[src/rtl/cla_pkg.sv]
// Shared defaults and helpers for the pipelined carry-lookahead add/subtract unit.
package cla_pkg;

  localparam int CLA_WIDTH_DEF = 32;
  localparam int CLA_BLOCK_DEF = 8;

  // Number of lookahead segments, which is also the pipeline depth.
  function automatic int nseg(input int width, input int block);
    return width / block;
  endfunction

endpackage

[src/rtl/cla_block.sv]
// Combinational BLOCK-bit carry-lookahead adder: every internal carry is a
// flat sum-of-products of generate/propagate terms and the block carry-in.
module cla_block
  import cla_pkg::*;
#(
  parameter int BLOCK = CLA_BLOCK_DEF
) (
  input  logic [BLOCK-1:0] a,
  input  logic [BLOCK-1:0] b,
  input  logic             cin,
  output logic [BLOCK-1:0] s,
  output logic [BLOCK-1:0] g,
  output logic [BLOCK-1:0] p,
  output logic             gout,
  output logic             pout,
  output logic             cout
);

  logic [BLOCK-1:0] grp_g;
  logic [BLOCK-1:0] grp_p;
  logic [BLOCK:0]   c;

  assign g = a & b;
  assign p = a | b;

  // grp_g[i]/grp_p[i]: group generate/propagate over bits 0..i.
  always_comb begin
    logic term;
    grp_g = '0;
    grp_p = '0;
    term  = 1'b0;
    for (int i = 0; i < BLOCK; i++) begin
      grp_p[i] = 1'b1;
      for (int k = 0; k <= i; k++) begin
        grp_p[i] = grp_p[i] & p[k];
      end
      for (int j = 0; j <= i; j++) begin
        term = g[j];
        for (int k = j + 1; k <= i; k++) begin
          term = term & p[k];
        end
        grp_g[i] = grp_g[i] | term;
      end
    end
  end

  assign c[0] = cin;
  for (genvar gi = 0; gi < BLOCK; gi++) begin : g_carry
    assign c[gi+1] = grp_g[gi] | (grp_p[gi] & cin);
  end

  assign s    = a ^ b ^ c[BLOCK-1:0];
  assign gout = grp_g[BLOCK-1];
  assign pout = grp_p[BLOCK-1];
  assign cout = c[BLOCK];

endmodule

[src/rtl/cla_pipe.sv]
// Pipelined add/subtract unit: one lookahead segment resolved per stage, carry
// registered between stages, global-stall valid/ready handshake.
module cla_pipe
  import cla_pkg::*;
#(
  parameter int WIDTH = CLA_WIDTH_DEF,
  parameter int BLOCK = CLA_BLOCK_DEF
) (
  input  logic             clock,
  input  logic             reset,
  input  logic             in_valid,
  output logic             in_ready,
  input  logic [WIDTH-1:0] in_a,
  input  logic [WIDTH-1:0] in_b,
  input  logic             in_sub,
  input  logic             in_cin,
  output logic             out_valid,
  input  logic             out_ready,
  output logic [WIDTH-1:0] out_sum,
  output logic [WIDTH-1:0] out_and,
  output logic [WIDTH-1:0] out_or,
  output logic             out_cout,
  output logic             out_ovf
);

  localparam int NSEG = nseg(WIDTH, BLOCK);
  localparam int MSB  = WIDTH - 1;

  if ((WIDTH % BLOCK) != 0 || NSEG < 1) begin : g_bad_cfg
    $error("cla_pipe: WIDTH must be a non-zero multiple of BLOCK");
  end

  logic adv;
  logic bx_msb;

  // Whole pipe moves as one; a stalled output freezes every stage.
  assign adv      = out_ready | ~out_valid;
  assign in_ready = adv;

  for (genvar gi = 0; gi < NSEG; gi++) begin : g_stage
    logic [WIDTH-1:0] src_a, src_b, src_sum;
    logic             src_sub, src_cin, src_valid;
    logic [WIDTH-1:0] seg_wide, sum_next;
    logic [BLOCK-1:0] seg_s, unused_g, unused_p;
    logic             seg_cout, unused_gout, unused_pout;
    logic             valid_reg, sub_reg, carry_reg;
    logic [WIDTH-1:0] a_reg, b_reg, sum_reg;

    if (gi == 0) begin : g_head
      assign src_a     = in_a;
      assign src_b     = in_b;
      assign src_sub   = in_sub;
      assign src_cin   = in_sub | in_cin;
      assign src_valid = in_valid;
      assign src_sum   = '0;
    end else begin : g_tail
      assign src_a     = g_stage[gi-1].a_reg;
      assign src_b     = g_stage[gi-1].b_reg;
      assign src_sub   = g_stage[gi-1].sub_reg;
      assign src_cin   = g_stage[gi-1].carry_reg;
      assign src_valid = g_stage[gi-1].valid_reg;
      assign src_sum   = g_stage[gi-1].sum_reg;
    end

    cla_block #(.BLOCK(BLOCK)) u_block (
      .a    (src_a[gi*BLOCK +: BLOCK]),
      .b    (src_b[gi*BLOCK +: BLOCK] ^ {BLOCK{src_sub}}),
      .cin  (src_cin),
      .s    (seg_s),
      .g    (unused_g),
      .p    (unused_p),
      .gout (unused_gout),
      .pout (unused_pout),
      .cout (seg_cout)
    );

    // Bits at and above this segment are still zero in src_sum, so OR merges.
    always_comb begin
      seg_wide = '0;
      seg_wide[gi*BLOCK +: BLOCK] = seg_s;
      sum_next = src_sum | seg_wide;
    end

    always_ff @(posedge clock or posedge reset) begin
      if (reset) begin
        valid_reg <= 1'b0;
        sub_reg   <= 1'b0;
        carry_reg <= 1'b0;
        a_reg     <= '0;
        b_reg     <= '0;
        sum_reg   <= '0;
      end else if (adv) begin
        valid_reg <= src_valid;
        sub_reg   <= src_sub;
        carry_reg <= seg_cout;
        a_reg     <= src_a;
        b_reg     <= src_b;
        sum_reg   <= sum_next;
      end
    end
  end

  assign out_valid = g_stage[NSEG-1].valid_reg;
  assign out_sum   = g_stage[NSEG-1].sum_reg;
  assign out_cout  = g_stage[NSEG-1].carry_reg;
  assign out_and   = g_stage[NSEG-1].a_reg & g_stage[NSEG-1].b_reg;
  assign out_or    = g_stage[NSEG-1].a_reg | g_stage[NSEG-1].b_reg;

  // Overflow looks at the effective (possibly inverted) B operand.
  assign bx_msb  = g_stage[NSEG-1].b_reg[MSB] ^ g_stage[NSEG-1].sub_reg;
  assign out_ovf = (g_stage[NSEG-1].a_reg[MSB] == bx_msb) &&
                   (g_stage[NSEG-1].sum_reg[MSB] != g_stage[NSEG-1].a_reg[MSB]);

endmodule

[config.mk]
export PLATFORM = sky130hd
export DESIGN_NAME = cla_pipe
export DESIGN_NICKNAME = d
export VERILOG_FILES = /design/src/rtl/cla_pkg.sv /design/src/rtl/cla_block.sv /design/src/rtl/cla_pipe.sv
export SDC_FILE = /design/constraint.sdc
export NUM_CORES = 1
export LEC_CHECK = 0
export ABC_CLOCK_PERIOD_IN_PS = 13900
export CORE_MARGIN = 5
export CORE_UTILIZATION = 35
export DETAILED_ROUTE_END_ITERATION = 12
export GPL_TIMING_DRIVEN = 0
export REMOVE_ABC_BUFFERS = 1
export SLEW_MARGIN = 20
export SYNTH_ARGS = -nofsm -noshare
export SYNTH_HDL_FRONTEND = slang
export SYNTH_SLANG_ARGS = --single-unit
[constraint.sdc]
create_clock -name clock -period 13.9 [get_ports clock]
set_input_delay 2.78 -clock clock [delete_from_list [all_inputs] [get_ports clock]]
set_output_delay 2.78 -clock clock [all_outputs]
set_load 0.1 [all_outputs]
---- Word level (Yosys, flattened, before mapping) ----
Index checks and enable logic that the tools add are counted.
word-level totals
  flip-flop bits (word level) ............. 372
  bits in latches ......................... 0
  RAM bits ................................ 0
  ROM bits ................................ 0
  input bits .............................. 70
  output and inout bits ................... 100
  word-level logic and storage cells ...... 372
  memories ................................ 0
operators by class
  add/sub/neg operators ................... 0
  $mul .................................... 0
  div/mod/pow operators ................... 0
  magnitude comparators ................... 0
  equality and inequality tests ........... 2
  shifts and indexed selects .............. 0
  muxes and demuxes ....................... 0
  bitwise operators ....................... 345
  reduce and logical (&&, ||, !) cells .... 1
operator list
  cell                   number
  AND 1 bit              172
  OR 1 bit               146
  bitwise XOR 8 bit      12
  OR 32 bit              2
  AND 32 bit             1
  AND 8 bit              4
  OR 32 x 24 -> 32 bit   1
  OR 8 bit               4
  OR 8 x 16 -> 16 bit    1
  equality test 1 bit    1
  logical AND 1 bit      1
  inequality test 1 bit  1
  NOT 1 bit              1
  bitwise XOR 1 bit      1

---- Longest topological paths before layout ----
Gate-level depths: netlist of run 1.
  depth in word-level cells ............... 17
  depth in mapped cells ................... 10
  gate-level depth less buffers ........... 9

---- Modules after synthesis ----
A second synthesis of run 1 with hierarchy kept.
second synthesis, totals
  cell total of the unflattened synthesis .. 1146
  area total of the unflattened synthesis .. 17176.5 um^2
by module, submodules not included
  module     times used  cells an instance  area each (um^2)  seq. area each (um^2)
  cla_pipe   1           842                14924.3           8708.4
  cla_block  4           76                 563.0             0.0

---- Worst setup path after synthesis of run 1 ----
Ideal clock, no wire load.
  kind .................................... in2out
  start point ............................. in out_ready
  end point ............................... out in_ready
  arrival ................................. 4.282 ns
  required time ........................... 11.120 ns
  slack ................................... 6.838 ns
  stages on the path ...................... 5
  cell sequence ........................... nor2b_1 > buf_2 > inv_2 > buf_2 > buf_1
on the way
  cells in the longest elaborated chain, start to end .. 1
RTL lines
  item                RTL line        text
  start: declaration  cla_pipe.sv:18  input logic out_ready,
  OR 1 bit            cla_pipe.sv:37  assign adv = out_ready | ~out_valid;
  end: declaration    cla_pipe.sv:12  output logic in_ready,
Every way passes these cells.

---- Worst setup path after layout of run 1 ----
Same ends and word-level chain as after synthesis.

==> impl_metrics.ini, run 1 <==
[sta]
tightest_slew_ns = 1.05
fin_crit_sh_pct = 65.8
finalMaxSlewViolations = 0
clock_skew_ns = 0.0142
hold_viol = 0
rsz0062_at_grt = no
relSlewSlack_pct = 30.0
setup_viol = 0
fmaxAchievable_ghz = 0.109
period_needed_ns = 9.14

[critical_path]
r2r_cells = 9
start_kind = input pin
cp_slowest_stage_delay_ns = 1.25
rrSetupSlack_ns = 11.14
critPathSlowestCell = clkdlybuf4s50_1
crit_arrival_ns = 6.36
critPathMaxFanout = 129
crit_type = in2out
required_ns = 11.12
cp-end-kind = output port
path_cells = clkdlybuf4s50_1 -> nor2b_4 -> buf_16 -> buf_12 -> buf_12 -> buf_12 -> inv_8 -> buf_16 -> clkdlybuf4s50_1
cp_common_cell = buf_12

[die]
die-width_um = 219
pin_count = 170
die-area_um2 = 48100
die_h_um = 219
rows = 76
core-area_um2 = 43300
start_util_pct = 35.5

[route]
antenna_left = 0
wl_per_cell_um = 12.8
viasPerCell = 4.46
drtIter0Drc = 729
drtPass1Iterations = 4
num_vias = 11200
remaining_drc_errors = 0
wirelength_mm = 32.0

[logic_synthesis]
syn-cell-area_um2 = 15300
synth-seq-area-share_pct = 56.7
synthTopCellsByArea = dfrtp_1 (57%), nand2_1 (21%), ha_1 (5.2%), o21ai_0 (2.1%), inv_1 (2.0%)
synth_area_leader_cell = dfrtp_1
syn_inst = 1736
ys_ff_latch = 348
netlist.area_leader.share_pct = 56.7
syn_area_per_cell_um2 = 8.84
synth_cell_types = 43
synth-warning-count = 0

[clock_network]
cts.repair.resized = 0
cts.clk_slew.worst_paths_ns = 0.05
ctsHoldBuffers = 0
cts_tree = yes
numCtsBuffers = 41
cts.htree.levels = 2
cts.path.max_buffers = 3
clk_latency_ns = 0.55
post-cts-setup-buffer-count = 0
root_buffer = clkbuf_16
cts_sinks = 348

[layout]
syn_to_final_growth_pct = 25.7
final_cell_mix = nand2_1 (844), dfrtp_1 (348), clkdlybuf4s50_1 (169)
drive_above_1_share_pct = 6.63
num-nets-final = 2022
layout_commonest_cell = nand2_1
multi_input_area_um2 = 6030
fillers = 4228
utilization_pct = 44.6
seqCellArea_um2 = 8710

[global_route]
grt_pass1_wl_mm = 55.2
grt_pass1_vias = 11100
grt_use_total_pct = 13.7
grt_max_degree = 139
gr-total-overflow = 0
antenna_found_initial = 1

[run_status]
status = completed

[min_path]
hold_path_depth = 2
hold_class = reg2reg

[placed_design]
io_buffer_count = 169
place_congestion = 0.722
hpwl_mm = 21.0

[run]
cap_violations = 0
synthesized netlist by cell type:
master	n
a211o_1	2
a211oi_2	1
a211oi_4	1
a21boi_1	1
a21o_1	2
a21oi_1	36
a221o_1	1
a22oi_1	1
a31oi_2	2
a32oi_1	1
and2_1	32
and4b_1	2
buf_1	16
buf_2	3
buf_6	1
clkbuf_1	61
dfrtp_1	348
fa_1	4
ha_1	64
inv_1	81
inv_2	1
mux2i_1	1
nand2_1	844
nand2b_1	7
nand3_1	3
nand3b_1	2
nor2_1	39
nor2_4	1
nor2b_1	4
nor3_1	2
nor3b_1	1
nor4_1	3
o21a_1	1
o21ai_0	65
o21ai_1	4
o21bai_1	2
o221ai_1	2
o311a_4	1
o31ai_1	2
o31ai_2	1
or2_2	32
xnor2_1	27
xor2_1	31
cell type report:
class                           count  share of cell area [%]
Inverter                           82                    1.67
Timing Repair Buffer              186                    11.0
Multi-Input combinational cell   1225                    31.2
Clock inverter                     12                   0.519
Tap cell                          585                    3.80
Sequential cell                   348                    45.2
Clock buffer                       63                    6.64
Antenna cell                        1                  0.0130
metrics by stage:
step / instance area [µm²] / setup TNS (ns) / cells / setup slack [ns] / hold slack, ns
floorplan: 15000 / -3956.16 / 1655 / -14.87 / 0.430
global placement: 17500 / - / 2409 / -37.65 / 0.442
detailed placement: 17900 / 0 / 2426 / 4.77 / 0.451
CTS: 19300 / 0 / 2501 / 4.77 / 0.462
global route: 19300 / 0 / 2501 / 4.64 / 0.479
finish: 19300 / 0 / 2502 / 4.76 / 0.458
logic make-up (layout without fill, tap and decap cells):
logic type,count (synthesis),after routing,synth area share [%]
other,0,1,0
XOR/XNOR,58,58,3.31
AND/OR/NAND/NOR,972,972,25.3
AO/OA/AOI/OAI,126,126,4.81
flip-flops,348,348,56.7
buffers and inverters,163,343,4.06
adder cells (fa/ha/maj),68,68,5.74
multiplexers,1,1,0.0652
critical path: cells and delay by family:
| kind | cells | cell delay [ns] |
|---|---|---|
| buf+inv | 8 | 3.22 |
| simple gates | 1 | 0.11 |
path summary, 6_finish.rpt:
path,startpoint,endpoint
setup / recovery,out_ready,in_ready
hold / removal,g_stage[2].valid_reg$_DFFE_PP0P_,g_stage[2].valid_reg$_DFFE_PP0P_
setup reg to reg,out_valid$_DFFE_PP0P_,g_stage[1].sum_reg[14]$_DFFE_PP0P_
hold reg to reg,g_stage[2].valid_reg$_DFFE_PP0P_,g_stage[2].valid_reg$_DFFE_PP0P_
max in group asynchronous,reset,out_sum[24]$_DFFE_PP0P_
min in group asynchronous,reset,g_stage[0].b_reg[1]$_DFFE_PP0P_
layer usage:
layer  track usage, %  wire, µm  vias up
met5                0         0        -
met4             3.31       564        0
met3             3.48      1510       53
met2             22.2     14900      160
met1             18.4     15000     5341
li1                 -         -     5613
Power of run 1 is left out: the tool's default activity adds up to more than one toggle a clock period on the data nets, which glitch-free logic cannot reach.
==> inputs of run 2 (changes only) <==
--- a/config.mk
+++ b/config.mk
@@ -5,7 +5,7 @@
 export SDC_FILE = /design/constraint.sdc
 export NUM_CORES = 1
 export LEC_CHECK = 0
-export ABC_CLOCK_PERIOD_IN_PS = 13900
+export ABC_CLOCK_PERIOD_IN_PS = 7600
 export CORE_MARGIN = 5
 export CORE_UTILIZATION = 35
 export DETAILED_ROUTE_END_ITERATION = 12
==> constraint.sdc (replaced) <==
create_clock -name clock -period 7.6 [get_ports clock]
set_input_delay 1.52 -clock clock [delete_from_list [all_inputs] [get_ports clock]]
set_output_delay 1.52 -clock clock [all_outputs]
set_load 0.1 [all_outputs]
==> results of run 2 <==
The final DEF is identical to that of run 1. Status: completed.
Among the figures that moved: setup slack after placement 4.77 ns -> 0.989 ns; setup slack after layout 4.76 ns -> 0.980 ns; register-to-register setup slack 11.14 ns -> 4.84 ns
Power of run 2 is left out for the same reason.
